==> config.mk <==
export PLATFORM = sky130hd
export DESIGN_NAME = pe_array_ctrl
export DESIGN_NICKNAME = d
export VERILOG_FILES = /design/src/rtl/pe_array_ctrl.sv
export SDC_FILE = /design/constraint.sdc
export NUM_CORES = 1
export LEC_CHECK = 0
export BUFFER_PORTS_ARGS = -buffer_cell sky130_fd_sc_hd__buf_4
export CORE_MARGIN = 8
export CORE_UTILIZATION = 52
export CTS_BUF_LIST = sky130_fd_sc_hd__clkbuf_8 sky130_fd_sc_hd__clkbuf_16
export CTS_CLUSTER_DIAMETER = 100
export CTS_CLUSTER_SIZE = 10
export DETAILED_ROUTE_END_ITERATION = 12
export PLACE_DENSITY_LB_ADDON = 0.3
export RECOVER_POWER = 100
export SKIP_CTS_REPAIR_TIMING = 1
export SLEW_MARGIN = 20
export SYNTH_ARGS = -nofsm -noshare
export SYNTH_HDL_FRONTEND = slang
export SYNTH_SLANG_ARGS = --single-unit
==> constraint.sdc <==
create_clock -name clk -period 3.1 [get_ports clk]
set_clock_uncertainty 0.2 [all_clocks]
set_input_delay 0.31 -clock clk [delete_from_list [all_inputs] [get_ports clk]]
set_output_delay 0.31 -clock clk [all_outputs]
set_load 0.01 [all_outputs]
==> src/rtl/pe_array_ctrl.sv <==
// Tile-job sequencer for a weight-stationary systolic PE array: weight load, activation stream, result tracking.
// Latency: busy one cycle after start; result k at act_rd_en(k) + pipe_latency; done one cycle after the last result.
// Backpressure: only w_valid stalls the weight load; activation issue and drain run freely once started.
module pe_array_ctrl #(
  parameter int w_tile_row_size    = 6,
  parameter int w_tile_column_size = 6,
  parameter int pipe_latency       = w_tile_row_size + w_tile_column_size,
  parameter int cnt_width          = 16,
  localparam int RIW = (w_tile_row_size > 1) ? $clog2(w_tile_row_size) : 1
) (
  input  logic                 clk,
  input  logic                 rst_n,
  input  logic                 start,
  input  logic                 reuse_weights,
  input  logic [cnt_width-1:0] num_vectors,
  output logic                 busy,
  output logic                 done,
  output logic                 w_req,
  input  logic                 w_valid,
  output logic [RIW-1:0]       w_row_idx,
  output logic                 w_en,
  output logic                 w_compute,
  output logic                 act_rd_en,
  output logic [cnt_width-1:0] act_idx,
  output logic                 sum_valid,
  output logic [cnt_width-1:0] sum_idx
);

  localparam int                 L        = pipe_latency;
  localparam logic [RIW-1:0]     ROW_LAST = RIW'(w_tile_row_size - 1);
  localparam logic [cnt_width-1:0] ONE    = cnt_width'(1);

  typedef enum logic [2:0] {S_IDLE, S_LOAD, S_COMPUTE, S_DRAIN, S_DONE} state_e;

  state_e               state_q, state_d;
  logic [RIW-1:0]       row_q, row_d;
  logic [cnt_width-1:0] num_q, num_d;
  logic [cnt_width-1:0] act_q, act_d;
  logic [cnt_width-1:0] sum_q, sum_d;
  logic [L-1:0]         vld_q, vld_d;

  assign w_row_idx = row_q;
  assign act_idx   = act_q;
  assign sum_idx   = sum_q;
  assign sum_valid = vld_q[L-1];

  // State register.
  always_ff @(posedge clk or negedge rst_n) begin
    if (!rst_n) state_q <= S_IDLE;
    else        state_q <= state_d;
  end

  // Counters and the in-flight result tracker; reset drops every in-flight vector.
  always_ff @(posedge clk or negedge rst_n) begin
    if (!rst_n) begin
      row_q <= '0;
      num_q <= '0;
      act_q <= '0;
      sum_q <= '0;
      vld_q <= '0;
    end else begin
      row_q <= row_d;
      num_q <= num_d;
      act_q <= act_d;
      sum_q <= sum_d;
      vld_q <= vld_d;
    end
  end

  // Next-state, counter updates and per-state array/buffer strobes.
  always_comb begin
    state_d   = state_q;
    row_d     = row_q;
    num_d     = num_q;
    act_d     = act_q;
    sum_d     = sum_q;
    busy      = 1'b0;
    done      = 1'b0;
    w_req     = 1'b0;
    w_en      = 1'b0;
    w_compute = 1'b0;
    act_rd_en = 1'b0;

    // Results are counted as they leave the array, independent of issue.
    if (sum_valid) sum_d = sum_q + ONE;

    case (state_q)
      S_IDLE: begin
        if (start) begin
          num_d = num_vectors;
          row_d = '0;
          act_d = '0;
          sum_d = '0;
          if (!reuse_weights)          state_d = S_LOAD;
          else if (num_vectors == '0)  state_d = S_DONE;
          else                         state_d = S_COMPUTE;
        end
      end
      S_LOAD: begin
        busy  = 1'b1;
        w_req = 1'b1;
        w_en  = w_valid;
        if (w_valid) begin
          // Counter stops on the last row so it never wraps inside a job.
          if (row_q == ROW_LAST) state_d = (num_q == '0) ? S_DONE : S_COMPUTE;
          else                   row_d   = row_q + 1'b1;
        end
      end
      S_COMPUTE: begin
        busy      = 1'b1;
        w_compute = 1'b1;
        act_rd_en = 1'b1;
        if (act_q == num_q - ONE) state_d = S_DRAIN;
        else                      act_d   = act_q + ONE;
      end
      S_DRAIN: begin
        busy      = 1'b1;
        w_compute = 1'b1;
        if (sum_valid && (sum_q == num_q - ONE)) state_d = S_DONE;
      end
      S_DONE: begin
        done    = 1'b1;
        state_d = S_IDLE;
      end
      default: state_d = S_IDLE;
    endcase

    vld_d = (vld_q << 1) | L'(act_rd_en);
  end

endmodule

==> results of run 1 <==
[area by class of cell]
cell class / instances / area [µm²] / area share
Multi-Input combinational cell: 337 / 2260 / 0.448
Inverter: 12 / 45.0 / 0.00893
Clock buffer: 10 / 138 / 0.0273
Tap cell: 102 / 128 / 0.0253
Sequential cell: 66 / 1650 / 0.328
Clock inverter: 6 / 66.3 / 0.0132
Timing Repair Buffer: 115 / 756 / 0.150
[stage by stage]
step	hold WS [ns]	power, mW	std cells	instance area [µm²]	utilization
after floorplan	-0.186	2.79	440	4000	-
after global routing	0.00114	4.72	648	5040	0.666
after detailed placement	0.136	3.60	615	4770	0.630
after CTS	-0.112	4.36	631	4970	0.657
final	-0.0222	4.40	648	5040	0.666
after global placement	0.133	3.53	615	4770	0.630
[worst max-delay path: stages, from the launching register on]
cell	delay (ns)
sky130_fd_sc_hd__dfrtp_1	0.38
sky130_fd_sc_hd__or4_4	0.56
sky130_fd_sc_hd__or4_4	0.46
sky130_fd_sc_hd__xnor2_1	0.15
sky130_fd_sc_hd__nand4_1	0.15
sky130_fd_sc_hd__nor4_4	0.06
sky130_fd_sc_hd__buf_6	0.15
sky130_fd_sc_hd__a2111oi_0	0.61
sky130_fd_sc_hd__xnor2_1	0.19
sky130_fd_sc_hd__nor2_1	0.05
[worst max path at each step]
| stage | start | endpoint | slack [ns] | cells past startpoint |
|---|---|---|---|---|
| after floorplan | num_q[2] | state_q[0] | -0.02 | 9 |
| after global placement | num_q[0] | state_q[0] | 0.05 | 11 |
| after CTS | num_q[0] | state_q[1] | -0.04 | 11 |
| after detailed placement | num_q[0] | state_q[0] | -0.02 | 11 |
| final | num_q[2] | act_idx[14] | -0.008 | 9 |
| after global routing | num_q[1] | state_q[1] | -0.10 | 11 |
[flip-flops by register name, indices dropped and copies added, names as in the netlist]
register and flops:
act_idx 16, num_q 16, state_q 3, sum_idx 16, vld_q 12, w_row_idx 3
[kinds of logic after synthesis]
| family | count (synthesis) | synth area share |
|---|---|---|
| buffers and inverters | 37 | 0.0394 |
| adder cells (fa/ha/maj) | 6 | 0.0189 |
| XOR/XNOR | 55 | 0.128 |
| AO/OA/AOI/OAI | 69 | 0.117 |
| multiplexers | 10 | 0.0262 |
| AND/OR/NAND/NOR | 197 | 0.254 |
| flip-flops | 66 | 0.416 |
[power groups by stage]
stage               sequential [mW]  combinational, mW  clock, mW
floorplan                      1.32               1.47          0
global placement               1.39               2.13          0
detailed placement             1.41               2.19          0
CTS                            1.40               2.20      0.761
global route                   1.43               2.49      0.793
finish                         1.39               2.26      0.747
[synthesized netlist by cell type (all sizes together), types with 2 or more instances]
| cell | instances | area, µm² |
|---|---|---|
| nand2 | 73 | 274 |
| dfrtp | 66 | 1650 |
| nor2 | 36 | 138 |
| xnor2 | 33 | 289 |
| clkbuf | 21 | 78.8 |
| a21oi | 20 | 104 |
| xor2 | 20 | 175 |
| o21ai | 17 | 85.1 |
| nand4 | 13 | 81.3 |
| inv | 12 | 45.0 |
| nand3 | 12 | 60.1 |
| nor4 | 11 | 83.8 |
| or3 | 9 | 56.3 |
| nor3 | 8 | 50.1 |
| mux2i | 7 | 70.1 |
| and3 | 6 | 37.5 |
| ha | 6 | 75.1 |
| nand2b | 5 | 31.3 |
| nor2b | 5 | 31.3 |
| or4 | 5 | 45.0 |
| buf | 4 | 32.5 |
| o211ai | 4 | 30.0 |
| a2111oi | 3 | 32.5 |
| a31o | 3 | 26.3 |
| mux2 | 3 | 33.8 |
| a211o | 2 | 17.5 |
| a211oi | 2 | 20.0 |
| a21boi | 2 | 15.0 |
| a31oi | 2 | 12.5 |
| and4 | 2 | 17.5 |
| nor3b | 2 | 20.0 |
| o31a | 2 | 17.5 |
| o31ai | 2 | 15.0 |
| or2 | 2 | 12.5 |
| or3b | 2 | 17.5 |
| xnor3 | 2 | 45.0 |
[routing by layer]
layer  share of wire  routed length (µm)  GRT usage
met5               0                   0          0
met4           0.018                 188     0.0745
met3           0.070                 746     0.0442
met2            0.48                5160      0.340
met1            0.43                4610      0.261
==> impl_metrics.json, run 1 <==
{
  "routed-via-count": 3613,
  "placement_rows": 32,
  "syn-mean-instance-area_um2": 9.02,
  "final_layout_size_suffix_gt1_frac": 0.185,
  "final_common_cell": "sky130_fd_sc_hd__nand2_1",
  "finalWeightedCongestion": 0.928,
  "flow.area_growth_from_synthesis_pct": 27.0,
  "post_route_antenna_net_violation_count": 0,
  "fmax_mhz": 322,
  "sequential_element_share_of_the_synthesized_area": 0.416,
  "globalRouteTotalUtil": 0.207,
  "syn-instance-count": 440,
  "drtIter0Drc": 238,
  "relSlewSlack": -0.101,
  "dp_hpwl_mm": 7.89,
  "timing.hold.ws_ns": -0.0222,
  "setup_total_negative_slack_ns": -0.00816,
  "fp.dieW_um": 103,
  "cts_made_buffers": 9,
  "synth-edff-count": 0,
  "synth_async_sr_flop_share": 1.00,
  "initial_antenna_violation_count": 0,
  "clock_pin_slew_worst_setup_and_hold_paths_ns": 0.08,
  "cts_tree": "done",
  "fillers": 656,
  "chipHeight_um": 103,
  "power_leakage_nw": 2.20,
  "vias_per_cell": 5.58,
  "synthesis.area_um2": 3970,
  "reg2regPathDepth": 9,
  "maximum_buffer_depth_of_the_clock_tree": 2,
  "period_share": 1.00,
  "avgRoutedWirePerCell_um": 16.5,
  "worstSetupPathType": "reg -> reg",
  "wire_length_of_the_first_global_routing_pass_mm": 17.0,
  "synthesis.yosys.warnings": 0,
  "combPwrFrac": 0.514,
  "antenna_cells": 0,
  "cts_htree_levels": 3,
  "holdCritPathClass": "in -> reg",
  "design.portCount": 63,
  "io_buffers": 62,
  "sequentialPowerShare": 0.316,
  "cap_violations": 1,
  "die_footprint_um2": 10700,
  "core_area_um2": 7570,
  "power_per_cell_area_nw_per_um2": 874,
  "layout.cells.most_common_list": "sky130_fd_sc_hd__nand2_1, sky130_fd_sc_hd__dfrtp_1, sky130_fd_sc_hd__buf_4",
  "initial_core_utilization": 0.524,
  "detail_route.wirelength_mm": 10.7,
  "number_of_nets_in_the_layout": 568,
  "critical_path.startpoint_type": "register",
  "drt_pre_antenna_iters": 5,
  "ir_worst_vdd_v": 0.000850,
  "overflow": 0,
  "timing.critical_path.to_type": "register",
  "crit_required_ns": 3.11,
  "cts_root_buf": "sky130_fd_sc_hd__clkbuf_8",
  "ff2ff_setup_slack_ns": -0.008,
  "synth.ff_latch_count": 66,
  "final.setup.worst_slack_ns": -0.00816,
  "dr_drc_count": 0,
  "status": "finished, violations left",
  "final-hold-violation-count": 1,
  "finalMaxSlewViolations": 67,
  "synth_cell_types": 63,
  "min_from": "num_vectors[1]",
  "failing_checks": "hold timing, capacitance limit, slew limit, setup timing",
  "worstSkewPairLatency_ns": 0.35,
  "synth_ff_type": "sky130_fd_sc_hd__dfrtp_1",
  "hold_path_end": "num_q[1]",
  "power_frac_clock": 0.170,
  "r2r-start": "num_q[2]",
  "mappedNetlistNets": 467,
  "rsz0062_at_grt": "true",
  "hold-path-cell-count": 3,
  "intPower_mw": 2.53,
  "largest_net_degree_at_the_start_of_global_routing": 67,
  "netSwitchingFraction": 0.426,
  "clock_sinks": 66,
  "cp_max_fo": 6,
  "cp.arrival_ns": 3.12,
  "max_slew.worst_pin.slew_ns": 1.65,
  "netSwitchingPower_mw": 1.88,
  "pre_cts_ws_ns": -0.0161,
  "worstReg2RegEnd": "act_idx[14]",
  "setup_viol": 1,
  "period_needed_ns": 3.11,
  "number_of_global_route_vias_before_repair": 3476
}
No activity file was read; power rests on OpenSTA's default activity.
==> run 2, diff against run 1 <==
Settings changed: CTS_BUF_LIST sky130_fd_sc_hd__clkbuf_8 sky130_fd_sc_hd__clkbuf_16 to sky130_fd_sc_hd__clkbuf_16.
==> run 2 against run 1 <==
Compared with the run above:
- the run ends with hold timing, capacitance limit, slew limit left
- count of clock-buffer cells in the layout down 1
- highest routed layer unchanged
- largest power group unchanged
- fmax up 0.89%
- clock power increased by 35%
- sequential power barely moved
==> impl_metrics.json, run 2 (same netlist as run 1, synthesis figures left out) <==
{
  "post_route_antenna_net_violation_count": 0,
  "holdCritPathClass": "in -> reg",
  "crit_path_to": "act_idx[15]",
  "timing.hold.ws_ns": -0.0212,
  "setup_total_negative_slack_ns": 0,
  "area.sequential_um2": 1650,
  "crit_start": "num_q[2]",
  "power_leakage_nw": 2.22,
  "final_common_cell": "sky130_fd_sc_hd__nand2_1",
  "cp.arrival_ns": 3.13,
  "drtIter0Drc": 255,
  "cts_tree": "done",
  "vias_per_cell": 5.73,
  "timing.critical_path.to_type": "register",
  "layout.cells.non_filler": 639,
  "globalRouteTotalUtil": 0.211,
  "critical_path.startpoint_type": "register",
  "total_power_mw": 4.69,
  "drt_pre_antenna_iters": 4,
  "cap_violations": 1,
  "hold-path-cell-count": 3,
  "placement_rows": 32,
  "final_layout_size_suffix_gt1_frac": 0.186,
  "core_area_um2": 7570,
  "worstSkewPairLatency_ns": 0.33,
  "relSlewSlack": -0.106,
  "detail_route.wirelength_mm": 11.0,
  "initial_core_utilization": 0.524,
  "worstSetupPathType": "reg -> reg",
  "clock_sinks": 66,
  "cpMostUsedCell": "sky130_fd_sc_hd__or4_4",
  "ir_worst_vdd_v": 0.000821,
  "timing.critical_path.max_delay_family": "simple AND/OR/NAND/NOR gates",
  "dr_drc_count": 0,
  "area_of_all_placed_cells_without_fillers_um2": 5050,
  "ff2ff_setup_slack_ns": 0.02,
  "finalMaxSlewViolations": 67,
  "final-hold-violation-count": 6,
  "maximum_buffer_depth_of_the_clock_tree": 2,
  "io_buffers": 62,
  "post_dp_cell_area_um2": 4770,
  "period_needed_ns": 3.08,
  "power_per_cell_area_nw_per_um2": 929,
  "antenna_cells": 0,
  "chipHeight_um": 103,
  "die_footprint_um2": 10700,
  "overflow": 0,
  "fillers": 658,
  "number_of_nets_in_the_layout": 559,
  "failing_checks": "hold timing, capacitance limit, slew limit",
  "cp_cell_sequence": "or4_4 -> or4_4 -> xnor2_1 -> nand4_1 -> nor4_4 -> buf_6 -> a2111oi_4 -> or3b_1 -> a21oi_1",
  "flow.area_growth_from_synthesis_pct": 27.3,
  "critical_path_depth": 9,
  "cts_root_buf": "sky130_fd_sc_hd__clkbuf_16",
  "reg2regPathDepth": 9,
  "layout.cells.most_common_list": "sky130_fd_sc_hd__nand2_1, sky130_fd_sc_hd__dfrtp_1, sky130_fd_sc_hd__buf_4",
  "avgRoutedWirePerCell_um": 17.2,
  "design.portCount": 63,
  "largest_net_degree_at_the_start_of_global_routing": 67,
  "routed-via-count": 3662,
  "max_slew.worst_pin.slew_ns": 1.66,
  "cts_htree_levels": 3,
  "period_share": 0.994,
  "r2r-start": "num_q[2]",
  "rsz0062_at_grt": "true",
  "worstReg2RegEnd": "act_idx[15]",
  "finalWeightedCongestion": 0.928,
  "cpMaxStageDelayCell": "sky130_fd_sc_hd__or4_4",
  "dp_hpwl_mm": 7.89,
  "cts_made_buffers": 9,
  "critical_path.n_buffers_inverters": 1,
  "cpPeakStageDelay_ns": 0.57,
  "clock_pin_slew_worst_setup_and_hold_paths_ns": 0.06,
  "initial_antenna_violation_count": 0,
  "setup_viol": 0,
  "number_of_global_route_vias_before_repair": 3572,
  "cp_max_fo": 6,
  "wire_length_of_the_first_global_routing_pass_mm": 17.3,
  "status": "finished, violations left",
  "total_area_of_multi_input_combinational_cells_um2": 2260,
  "crit_required_ns": 3.15,
  "fp.dieW_um": 103,
  "place_inst": 615,
  "finalCoreUtilization": 0.668,
  "fmax_mhz": 325
}
## run 2: routing by layer
metal	share of wire	vias to the layer above	wire length, µm	track usage
met2	0.48	136	5340	0.347
met3	0.064	22	709	0.0455
li1	-	1720	-	-
met4	0.022	0	237	0.0901
met1	0.43	1784	4720	0.262
met5	0	-	0	0
## run 2: power by group
part           switching, mW  internal, mW  leakage (nW)  total (mW)
clock network          0.390         0.619         0.135        1.01
logic                   1.25          1.03          1.21        2.29
registers              0.294          1.11         0.870        1.40
## run 2: area by class of cell
| class | instances | share of cell area |
|---|---|---|
| multi-input combinational | 337 | 0.448 |
| clock inverter | 7 | 0.0139 |
| sequential | 66 | 0.327 |
| tap | 102 | 0.0253 |
| inverter | 12 | 0.00892 |
| clock buffer | 9 | 0.0446 |
| timing repair buffer | 106 | 0.132 |
## run 2: how the worst min path moves through the flow
stage,slack [ns],to,from
after floorplan,-0.19,act_idx[0],rst_n
after global placement,0.13,vld_q[1],vld_q[0]
after detailed placement,0.14,vld_q[2],vld_q[1]
after CTS,-0.08,vld_q[11],rst_n
after global routing,-0.006,num_q[9],num_vectors[9]
final,-0.02,num_q[9],num_vectors[9]
## run 2: worst reg2reg max path, stage by stage (launching register included)
cell	delay, ns
sky130_fd_sc_hd__dfrtp_1	0.38
sky130_fd_sc_hd__or4_4	0.57
sky130_fd_sc_hd__or4_4	0.46
sky130_fd_sc_hd__xnor2_1	0.14
sky130_fd_sc_hd__nand4_1	0.15
sky130_fd_sc_hd__nor4_4	0.06
sky130_fd_sc_hd__buf_6	0.15
sky130_fd_sc_hd__a2111oi_4	0.35
sky130_fd_sc_hd__or3b_1	0.38
sky130_fd_sc_hd__a21oi_1	0.16
## run 2: per-stage QoR
stage | worst slack (ns) | hold WS (ns)
floorplan | -0.0169 | -0.186
detailed placement | -0.0161 | 0.136
global placement | 0.0465 | 0.133
finish | 0.0192 | -0.0212
CTS | -0.0360 | -0.0774
global route | -0.0902 | -0.00648
==> run 3, diff against run 2 <==
Settings changed: ABC_AREA set to 1, TNS_END_PERCENT set to 20.
==> run 3 against run 2 <==
Compared with the run above:
- the run still ends with hold timing, capacitance limit, slew limit left
- sequential power shrank 26%
- critical path depth rose by 6
- critical path type unchanged
- synthesized cell count rose by 37%
- non-clock buffer count decreased by 39
- largest power group is now registers
- sequential share of layout area grew 0.73 points
- cell area fell by 2.2%
- via count grew 16%
- first-iteration DRC count up 15%
- area after synthesis rose by 7.7%
- register-to-register slack improved by 0.22 ns
==> impl_metrics.json, run 3 <==
{
  "core_area_um2": 8090,
  "drt_pre_antenna_iters": 5,
  "status": "finished, violations left",
  "reg2regPathDepth": 15,
  "routed-via-count": 4253,
  "final_layout_size_suffix_gt1_frac": 0.102,
  "io_buffers": 62,
  "finalCoreUtilization": 0.611,
  "hold_path_end": "num_q[11]",
  "fp.dieW_um": 107,
  "area.sequential_um2": 1650,
  "dp_hpwl_mm": 9.11,
  "setup_total_negative_slack_ns": 0,
  "initial_antenna_violation_count": 0,
  "synth_common_cells": "sky130_fd_sc_hd__nand2_1, sky130_fd_sc_hd__inv_1, sky130_fd_sc_hd__nand3_1, sky130_fd_sc_hd__nor2_1, sky130_fd_sc_hd__dfrtp_1",
  "ff2ff_setup_slack_ns": 0.24,
  "fmax_mhz": 350,
  "antenna_cells": 0,
  "cp.arrival_ns": 2.94,
  "r2r-start": "num_q[0]",
  "finalWeightedCongestion": 0.924,
  "dr_drc_count": 0,
  "maximum_buffer_depth_of_the_clock_tree": 2,
  "die_footprint_um2": 11400,
  "syn-instance-count": 604,
  "design.portCount": 63,
  "wire_length_of_the_first_global_routing_pass_mm": 19.7,
  "crit_required_ns": 3.18,
  "globalRouteTotalUtil": 0.216,
  "clock_sinks": 66,
  "failing_checks": "hold timing, capacitance limit, slew limit",
  "clock_pin_slew_worst_setup_and_hold_paths_ns": 0.06,
  "drtIter0Drc": 292,
  "timing.hold.ws_ns": -0.00431,
  "number_of_nets_in_the_layout": 701,
  "largest_net_degree_at_the_start_of_global_routing": 67,
  "synthesis.area_um2": 4270,
  "cts_tree": "done",
  "number_of_global_route_vias_before_repair": 4079,
  "layout.cells.most_common_list": "sky130_fd_sc_hd__nand2_1, sky130_fd_sc_hd__inv_1, sky130_fd_sc_hd__nand3_1",
  "cts_made_buffers": 9,
  "synth_most_common_cell": "sky130_fd_sc_hd__nand2_1",
  "power_leakage_nw": 2.37,
  "period_share": 0.921,
  "hold-path-cell-count": 3,
  "place_inst": 765,
  "relSlewSlack": -0.139,
  "synth_area_leader_cell": "sky130_fd_sc_hd__dfrtp_1",
  "holdCritPathClass": "in -> reg",
  "initial_core_utilization": 0.528,
  "critical_path.startpoint_type": "register",
  "synthesis.yosys.warnings": 0,
  "total_area_of_multi_input_combinational_cells_um2": 2210,
  "post_route_antenna_net_violation_count": 0,
  "worstSetupPathType": "reg -> reg",
  "vias_per_cell": 5.42,
  "overflow": 0,
  "syn-mean-instance-area_um2": 7.07,
  "detail_route.wirelength_mm": 12.1,
  "cap_violations": 1,
  "ir_worst_vdd_v": 0.000251,
  "setup_viol": 0,
  "ys_top_cells_by_area": "sky130_fd_sc_hd__dfrtp_1, sky130_fd_sc_hd__nand2_1, sky130_fd_sc_hd__nand3_1",
  "min_from": "num_vectors[11]",
  "max_slew.worst_pin.slew_ns": 1.71,
  "power_per_cell_area_nw_per_um2": 495,
  "placement_rows": 33,
  "period_needed_ns": 2.86,
  "mappedNetlistNets": 631,
  "cts_htree_levels": 3,
  "synth-edff-count": 0,
  "avgRoutedWirePerCell_um": 15.4,
  "sequential_element_share_of_the_synthesized_area": 0.387,
  "cts_root_buf": "sky130_fd_sc_hd__clkbuf_16",
  "finalMaxSlewViolations": 67,
  "final-hold-violation-count": 2,
  "chipHeight_um": 107,
  "synth_cell_types": 35,
  "synth.ff_latch_count": 66,
  "layout.cells.non_filler": 784,
  "synth_async_sr_flop_share": 1.00,
  "synth.top_cell.area_share": 0.387,
  "worstSkewPairLatency_ns": 0.34,
  "cp_max_fo": 28,
  "flow.area_growth_from_synthesis_pct": 15.7,
  "rsz0062_at_grt": "false",
  "worstReg2RegEnd": "act_idx[1]",
  "final_common_cell": "sky130_fd_sc_hd__nand2_1",
  "synth_ff_type": "sky130_fd_sc_hd__dfrtp_1",
  "fillers": 804,
  "timing.critical_path.to_type": "register"
}
## run 3: cell families (layout without fill, tap and decap cells)
group | count (synthesis) | count (layout) | share of synthesized area
AO/OA/AOI/OAI | 54 | 54 | 0.0779
XOR/XNOR | 16 | 16 | 0.0328
adder cells (fa/ha/maj) | 6 | 6 | 0.0176
buffers and inverters | 90 | 165 | 0.0846
flip-flops | 66 | 66 | 0.387
multiplexers | 1 | 1 | 0.00234
AND/OR/NAND/NOR | 371 | 371 | 0.398
## run 3: how the worst max path moves through the flow
stage	start	end	slack [ns]	cells after the start
6_report	num_q[0]	act_idx[1]	0.24	15
4_1_cts	num_q[0]	act_idx[1]	0.14	15
2_1_floorplan	num_q[0]	act_idx[9]	0.67	16
5_1_grt	num_q[0]	act_idx[1]	0.03	15
3_5_place_dp	num_q[0]	act_idx[1]	0.17	15
3_3_place_gp	num_q[0]	act_idx[0]	0.30	15
## run 3: critical path: stages (launching register included)
cell                      delay (ns)
sky130_fd_sc_hd__dfrtp_1        0.40
sky130_fd_sc_hd__inv_1          0.23
sky130_fd_sc_hd__ha_2           0.34
sky130_fd_sc_hd__inv_1          0.08
sky130_fd_sc_hd__nand2_1        0.08
sky130_fd_sc_hd__nand2_1        0.08
sky130_fd_sc_hd__xor2_1         0.14
sky130_fd_sc_hd__inv_1          0.06
sky130_fd_sc_hd__nand3_1        0.08
sky130_fd_sc_hd__nor3_1         0.31
sky130_fd_sc_hd__nand3_2        0.16
sky130_fd_sc_hd__nand2_4        0.11
sky130_fd_sc_hd__nand2_4        0.18
sky130_fd_sc_hd__inv_1          0.20
sky130_fd_sc_hd__nand2_1        0.06
sky130_fd_sc_hd__nand2_1        0.07
## run 3: per-layer routing
layer / global-route usage / up-vias / routed length (µm)
met1: 0.273 / 2000 / 5210
met4: 0.0864 / 0 / 262
met3: 0.0534 / 20 / 883
met5: 0 / - / 0
li1: - / 2084 / -
met2: 0.347 / 149 / 5720
## run 3: power by group
part / switching [mW] / internal (mW) / total [mW]
Combinational: 0.265 / 0.152 / 0.417
Sequential: 0.108 / 0.933 / 1.04
Clock: 0.435 / 0.555 / 0.990
Total: 0.808 / 1.64 / 2.45
## run 3: layout make-up
type	count	area share
Clock inverter	7	0.0119
Timing Repair Buffer	67	0.0716
Tap cell	105	0.0266
Inverter	82	0.0623
Multi-Input combinational cell	448	0.448
Clock buffer	9	0.0456
Sequential cell	66	0.334
## run 3: through the flow
| step | total power [mW] | instance area [µm²] | setup slack, ns |
|---|---|---|---|
| finish | 2.45 | 4940 | 0.243 |
| global route | 2.57 | 4940 | 0.0267 |
| detailed placement | 1.52 | 4830 | 0.168 |
| global placement | 1.51 | 4830 | 0.304 |
| CTS | 2.51 | 5110 | 0.143 |
| floorplan | 1.29 | 4270 | 0.673 |
